==> src/rtl/cacheline_adapter_pkg.sv <==
// Shared widths, line/beat types and adapter FSM encoding for the
// cacheline <-> bmem burst adapter.
package cacheline_adapter_pkg;

    localparam int unsigned LINE_BITS   = 256;
    localparam int unsigned BEAT_BITS   = 64;
    localparam int unsigned ADDR_WIDTH  = 32;
    localparam int unsigned BEATS       = LINE_BITS / BEAT_BITS;
    localparam int unsigned OFFSET_BITS = $clog2(LINE_BITS / 8);

    typedef logic [LINE_BITS-1:0] line_t;
    typedef logic [BEAT_BITS-1:0] beat_t;

    typedef enum logic [2:0] {
        IDLE,
        RD_REQ,
        RD_WAIT,
        WR_BURST,
        RESP
    } adapter_state_t;

endpackage

==> src/rtl/cacheline_adapter.sv <==
// Converts one cacheline request from the cache into a BEATS-beat burst on the
// banked memory interface; assembles read beats, serialises write lines.
module cacheline_adapter #(
    parameter int unsigned LINE_BITS  = cacheline_adapter_pkg::LINE_BITS,
    parameter int unsigned BEAT_BITS  = cacheline_adapter_pkg::BEAT_BITS,
    parameter int unsigned ADDR_WIDTH = cacheline_adapter_pkg::ADDR_WIDTH
) (
    input  logic                  clk,
    input  logic                  rst,
    input  logic [ADDR_WIDTH-1:0] dfp_addr,
    input  logic                  dfp_read,
    input  logic                  dfp_write,
    input  logic [LINE_BITS-1:0]  dfp_wdata,
    output logic [LINE_BITS-1:0]  dfp_rdata,
    output logic                  dfp_resp,
    output logic [ADDR_WIDTH-1:0] bmem_addr,
    output logic                  bmem_read,
    output logic                  bmem_write,
    output logic [BEAT_BITS-1:0]  bmem_wdata,
    input  logic                  bmem_ready,
    input  logic [ADDR_WIDTH-1:0] bmem_raddr,
    input  logic [BEAT_BITS-1:0]  bmem_rdata,
    input  logic                  bmem_rvalid
);
    import cacheline_adapter_pkg::*;

    localparam int unsigned NBEATS   = LINE_BITS / BEAT_BITS;
    localparam int unsigned LINE_OFF = $clog2(LINE_BITS / 8);
    localparam int unsigned CNT_W    = $clog2(NBEATS);
    localparam logic [CNT_W-1:0] LAST_BEAT = CNT_W'(NBEATS - 1);

    adapter_state_t        state_q, state_d;
    logic [ADDR_WIDTH-1:0] addr_q, addr_d;
    logic [LINE_BITS-1:0]  wline_q, wline_d;
    logic [LINE_BITS-1:0]  rline_q, rline_d;
    logic [CNT_W-1:0]      cnt_q, cnt_d;
    logic [ADDR_WIDTH-1:0] dfp_addr_aligned;

    assign dfp_addr_aligned = {dfp_addr[ADDR_WIDTH-1:LINE_OFF], {LINE_OFF{1'b0}}};
    assign dfp_rdata        = rline_q;

    always_ff @(posedge clk) begin
        if (rst) begin
            state_q <= IDLE;
            addr_q  <= '0;
            wline_q <= '0;
            rline_q <= '0;
            cnt_q   <= '0;
        end else begin
            state_q <= state_d;
            addr_q  <= addr_d;
            wline_q <= wline_d;
            rline_q <= rline_d;
            cnt_q   <= cnt_d;
        end
    end

    always_comb begin
        state_d    = state_q;
        addr_d     = addr_q;
        wline_d    = wline_q;
        rline_d    = rline_q;
        cnt_d      = cnt_q;
        bmem_addr  = addr_q;
        bmem_read  = 1'b0;
        bmem_write = 1'b0;
        bmem_wdata = '0;
        dfp_resp   = 1'b0;

        case (state_q)
            IDLE: begin
                // Write wins a simultaneous request; a held read is taken on the next IDLE.
                if (dfp_write) begin
                    addr_d  = dfp_addr_aligned;
                    wline_d = dfp_wdata;
                    cnt_d   = '0;
                    state_d = WR_BURST;
                end else if (dfp_read) begin
                    addr_d  = dfp_addr_aligned;
                    state_d = RD_REQ;
                end
            end
            RD_REQ: begin
                bmem_read = 1'b1;
                if (bmem_ready) begin
                    cnt_d   = '0;
                    state_d = RD_WAIT;
                end
            end
            RD_WAIT: begin
                if (bmem_rvalid && (bmem_raddr == addr_q)) begin
                    rline_d[cnt_q*BEAT_BITS +: BEAT_BITS] = bmem_rdata;
                    cnt_d = cnt_q + CNT_W'(1);
                    if (cnt_q == LAST_BEAT) begin
                        state_d = RESP;
                    end
                end
            end
            WR_BURST: begin
                bmem_write = 1'b1;
                bmem_wdata = wline_q[cnt_q*BEAT_BITS +: BEAT_BITS];
                if (bmem_ready) begin
                    cnt_d = cnt_q + CNT_W'(1);
                    if (cnt_q == LAST_BEAT) begin
                        state_d = RESP;
                    end
                end
            end
            RESP: begin
                dfp_resp = 1'b1;
                state_d  = IDLE;
            end
            default: state_d = IDLE;
        endcase
    end

endmodule
==> config.mk <==
export PLATFORM = sky130hd
export DESIGN_NAME = cacheline_adapter
export DESIGN_NICKNAME = d
export VERILOG_FILES = /design/src/rtl/cacheline_adapter_pkg.sv /design/src/rtl/cacheline_adapter.sv
export SDC_FILE = /design/constraint.sdc
export NUM_CORES = 1
export LEC_CHECK = 0
export CAP_MARGIN = 15
export CORE_AREA = 2 2 290 292
export CTS_CLUSTER_DIAMETER = 120
export DETAILED_ROUTE_END_ITERATION = 10
export DIE_AREA = 0 0 292 294
export HOLD_SLACK_MARGIN = 0.08
export PLACE_DENSITY_LB_ADDON = 0.1
export SLEW_MARGIN = 25
export SYNTH_ARGS = -nofsm -noshare
export SYNTH_HDL_FRONTEND = slang
export SYNTH_SLANG_ARGS = --single-unit
==> constraint.sdc <==
create_clock -name clk -period 3.8 [get_ports clk]
set_input_delay 0.38 -clock clk [delete_from_list [all_inputs] [get_ports clk]]
set_output_delay 0.38 -clock clk [all_outputs]
set_load 0.01 [all_outputs]
==> metrics.csv <==
metric,value,unit
syn_area_per_cell,8.449,sq um
dpl_cell_area,30690,sq um
multi_input_area,10320,sq um
nFillCells,8337,
cellPowerDensity,498.2,nW/um^2
fmax,312.8,MHz
netlist_area,22240,sq um
crit_required,3.42,ns
nets,3648,
synth_top_cell_by_area,dfxtp_1,
overflow,0,
gp_congestion,0.8226,
status,completed,
ys_top_cells_by_count,"nand2_1, dfxtp_1, a21oi_1, nand2b_1, nand3_1",
die_h,294,um
syn_to_final_growth,47.92,%
crit_path_top_delay_cell,mux4_2,
drt_iter0_drc,1024,
path_max_fanout,33,
placement.io_buffers,734,
io_pins,745,
end_kind,primary output,
ys_seq_area_frac,0.4897,
path_clk_slew,0.06,ns
synth_ff_type,dfxtp_1,
fin_skew,0.01712,ns
yosys_warnings,0,
arrival,2.82,ns
rsz0062_at_grt,no,
syn_inst,2632,
final-setup-viol-count,0,
synth.most_common_cell,nand2_1,
seqCellArea,10900,sq um
peakVddDrop,318.5,uV
cts-buffers-inserted,67,
hpwlAfterDp,62.78,mm
grt_max_degree,130,
coreArea,82890,sq um
clk_path_buf_depth,3,
cts_sinks,544,
cts_hold_buf,0,
wl_per_cell,20.13,um
viasPerCell,4.718,
path_buf_inv,2,
slew_headroom,0.3158,
ys_top_cells_by_area,"dfxtp_1, a21oi_1, nand2_1",
clk_latency,0.61,ns
synth-edff-count,0,
initial_core_util,0.2683,
worstSetupPathType,reg2out,
p_leak,0.01126,uW
post-route-drc-count,0,
period_needed,3.197,ns
grtUsageTotal,0.1977,
rows,106,
cap_violations,0,
dr.pass1.iters,5,
period_share,0.8413,
wl,88.39,mm
final.setup.tns,0,ns
worst_pin_slew,1.022,ns
htreeDepth,3,
post_cts.repair.setup_buffers,0,
root_buffer,clkbuf_16,
detail-route-antenna-nets,0,
async_flop_share,0,
path_cells,buf_12 > mux4_2 > and3_1 > clkdlybuf4s50_1,
cp_top_family,buffers and inverters,
grt_antenna_before_repair,20,
fp.dieW,292,um
holdWs,0.2601,ns
drv_slew,0,
report.final.hold_viol_count,0,
synth-seq-cells,544,
die_area,85850,sq um
setup.worst_path.start_class,flop,
drive_gt1_frac,0.07037,
grt_pass1_wl,130.0,mm
synth_top_area_share,0.4897,
vias,20716,
cts_resized,0,
grt_pass1_vias,20654,
cts_tree,yes,
slowest_delay,0.57,ns
synth_cell_types,38,
fin_area,32890,sq um
hold_path_class,in2reg,
==> through the flow <==
| step | utilization | std cells | worst slack [ns] | power, uW |
|---|---|---|---|---|
| after floorplan | - | 2636 | 1.109 | 8636 |
| after global placement | 0.3703 | 4263 | 0.3791 | 10160 |
| after detailed placement | 0.3703 | 4263 | 0.3215 | 10220 |
| after CTS | 0.3964 | 4377 | 0.4873 | 16680 |
| after global routing | 0.3968 | 4390 | 0.4250 | 17240 |
| final | 0.3968 | 4391 | 0.6031 | 16390 |
==> registers in the layout (all words and copies together), names as in the netlist <==
name and count:
wline_q 256, state_q 3, cnt_q 2, bmem_addr 27, dfp_rdata 256
==> final timing paths <==
check,slack (ns),cells after the start,from,endpoint
max,0.60,4,cnt_q[0],bmem_wdata[25]
min,0.26,2,rst,wline_q[176]
max reg2reg,0.87,9,bmem_addr[27],dfp_rdata[111]
min reg2reg,0.45,2,wline_q[132],wline_q[132]
==> logic make-up (layout without fill, tap and decap cells) <==
kind of cell,after synthesis,in the layout,synth area share
other cells,1,19,0.0001686
mux,64,64,0.06482
compound gates,554,554,0.1272
flops,544,544,0.4897
buf+inv,254,915,0.05019
fa+ha+maj,6,6,0.003376
simple gates,1186,1186,0.2555
xor+xnor,23,23,0.009059
==> cell usage in the layout (no fill, tap or decap), types with 2 or more instances in the layout <==
cell	n
nand2_1	568
clkinv_2	6
nor2_1	9
buf_12	25
xor2_1	23
conb_1	5
clkinv_8	3
dfxtp_1	541
nor4_1	4
clkbuf_8	9
inv_1	13
a211oi_1	2
diode_2	14
o41ai_1	2
and3_1	64
nand2b_1	260
mux4_2	64
ha_1	6
bufinv_16	3
clkbuf_16	69
clkbuf_1	20
inv_16	3
o21ai_0	2
a21oi_1	541
clkdlybuf4s50_1	733
dfxtp_4	2
nor3b_2	3
buf_4	29
nor3_1	5
nor4_4	4
nand3_1	257
==> cell type report <==
cell class,instances,share of cell area
inverter,13,0.001484
antenna,14,0.001065
timing repair buffer,788,0.2453
multi-input combinational,1838,0.3139
tap,1080,0.04108
clock inverter,16,0.007227
sequential,544,0.3314
clock buffer,98,0.05854
==> layer usage <==
metal | track usage | wire length (um) | part of all wire | up-vias
met5 | 0 | 69 | 0.00078 | -
met4 | 0.07506 | 2793 | 0.032 | 10
met3 | 0.05619 | 6278 | 0.071 | 143
met2 | 0.3424 | 44040 | 0.50 | 639
met1 | 0.2310 | 35210 | 0.40 | 9789
li1 | - | - | - | 10135
==> report_power, final <==
part / leakage [uW] / internal [uW] / switching (uW)
sequential: 0.00442 / 6240 / 321
combinational: 0.00578 / 1410 / 2060
clock: 0.00106 / 3750 / 2600
==> worst register-to-register path, delay by kind of cell (launching register included) <==
| family | cells | cell delay, ns |
|---|---|---|
| AOI/OAI and AO/OA | 1 | 0.18 |
| xor gates and xnor gates | 1 | 0.17 |
| buffers and inverters | 3 | 0.70 |
| DFF | 1 | 0.33 |
| and+or+nand+nor | 4 | 1.46 |
Note: power is estimated with default switching activity, not from simulation.
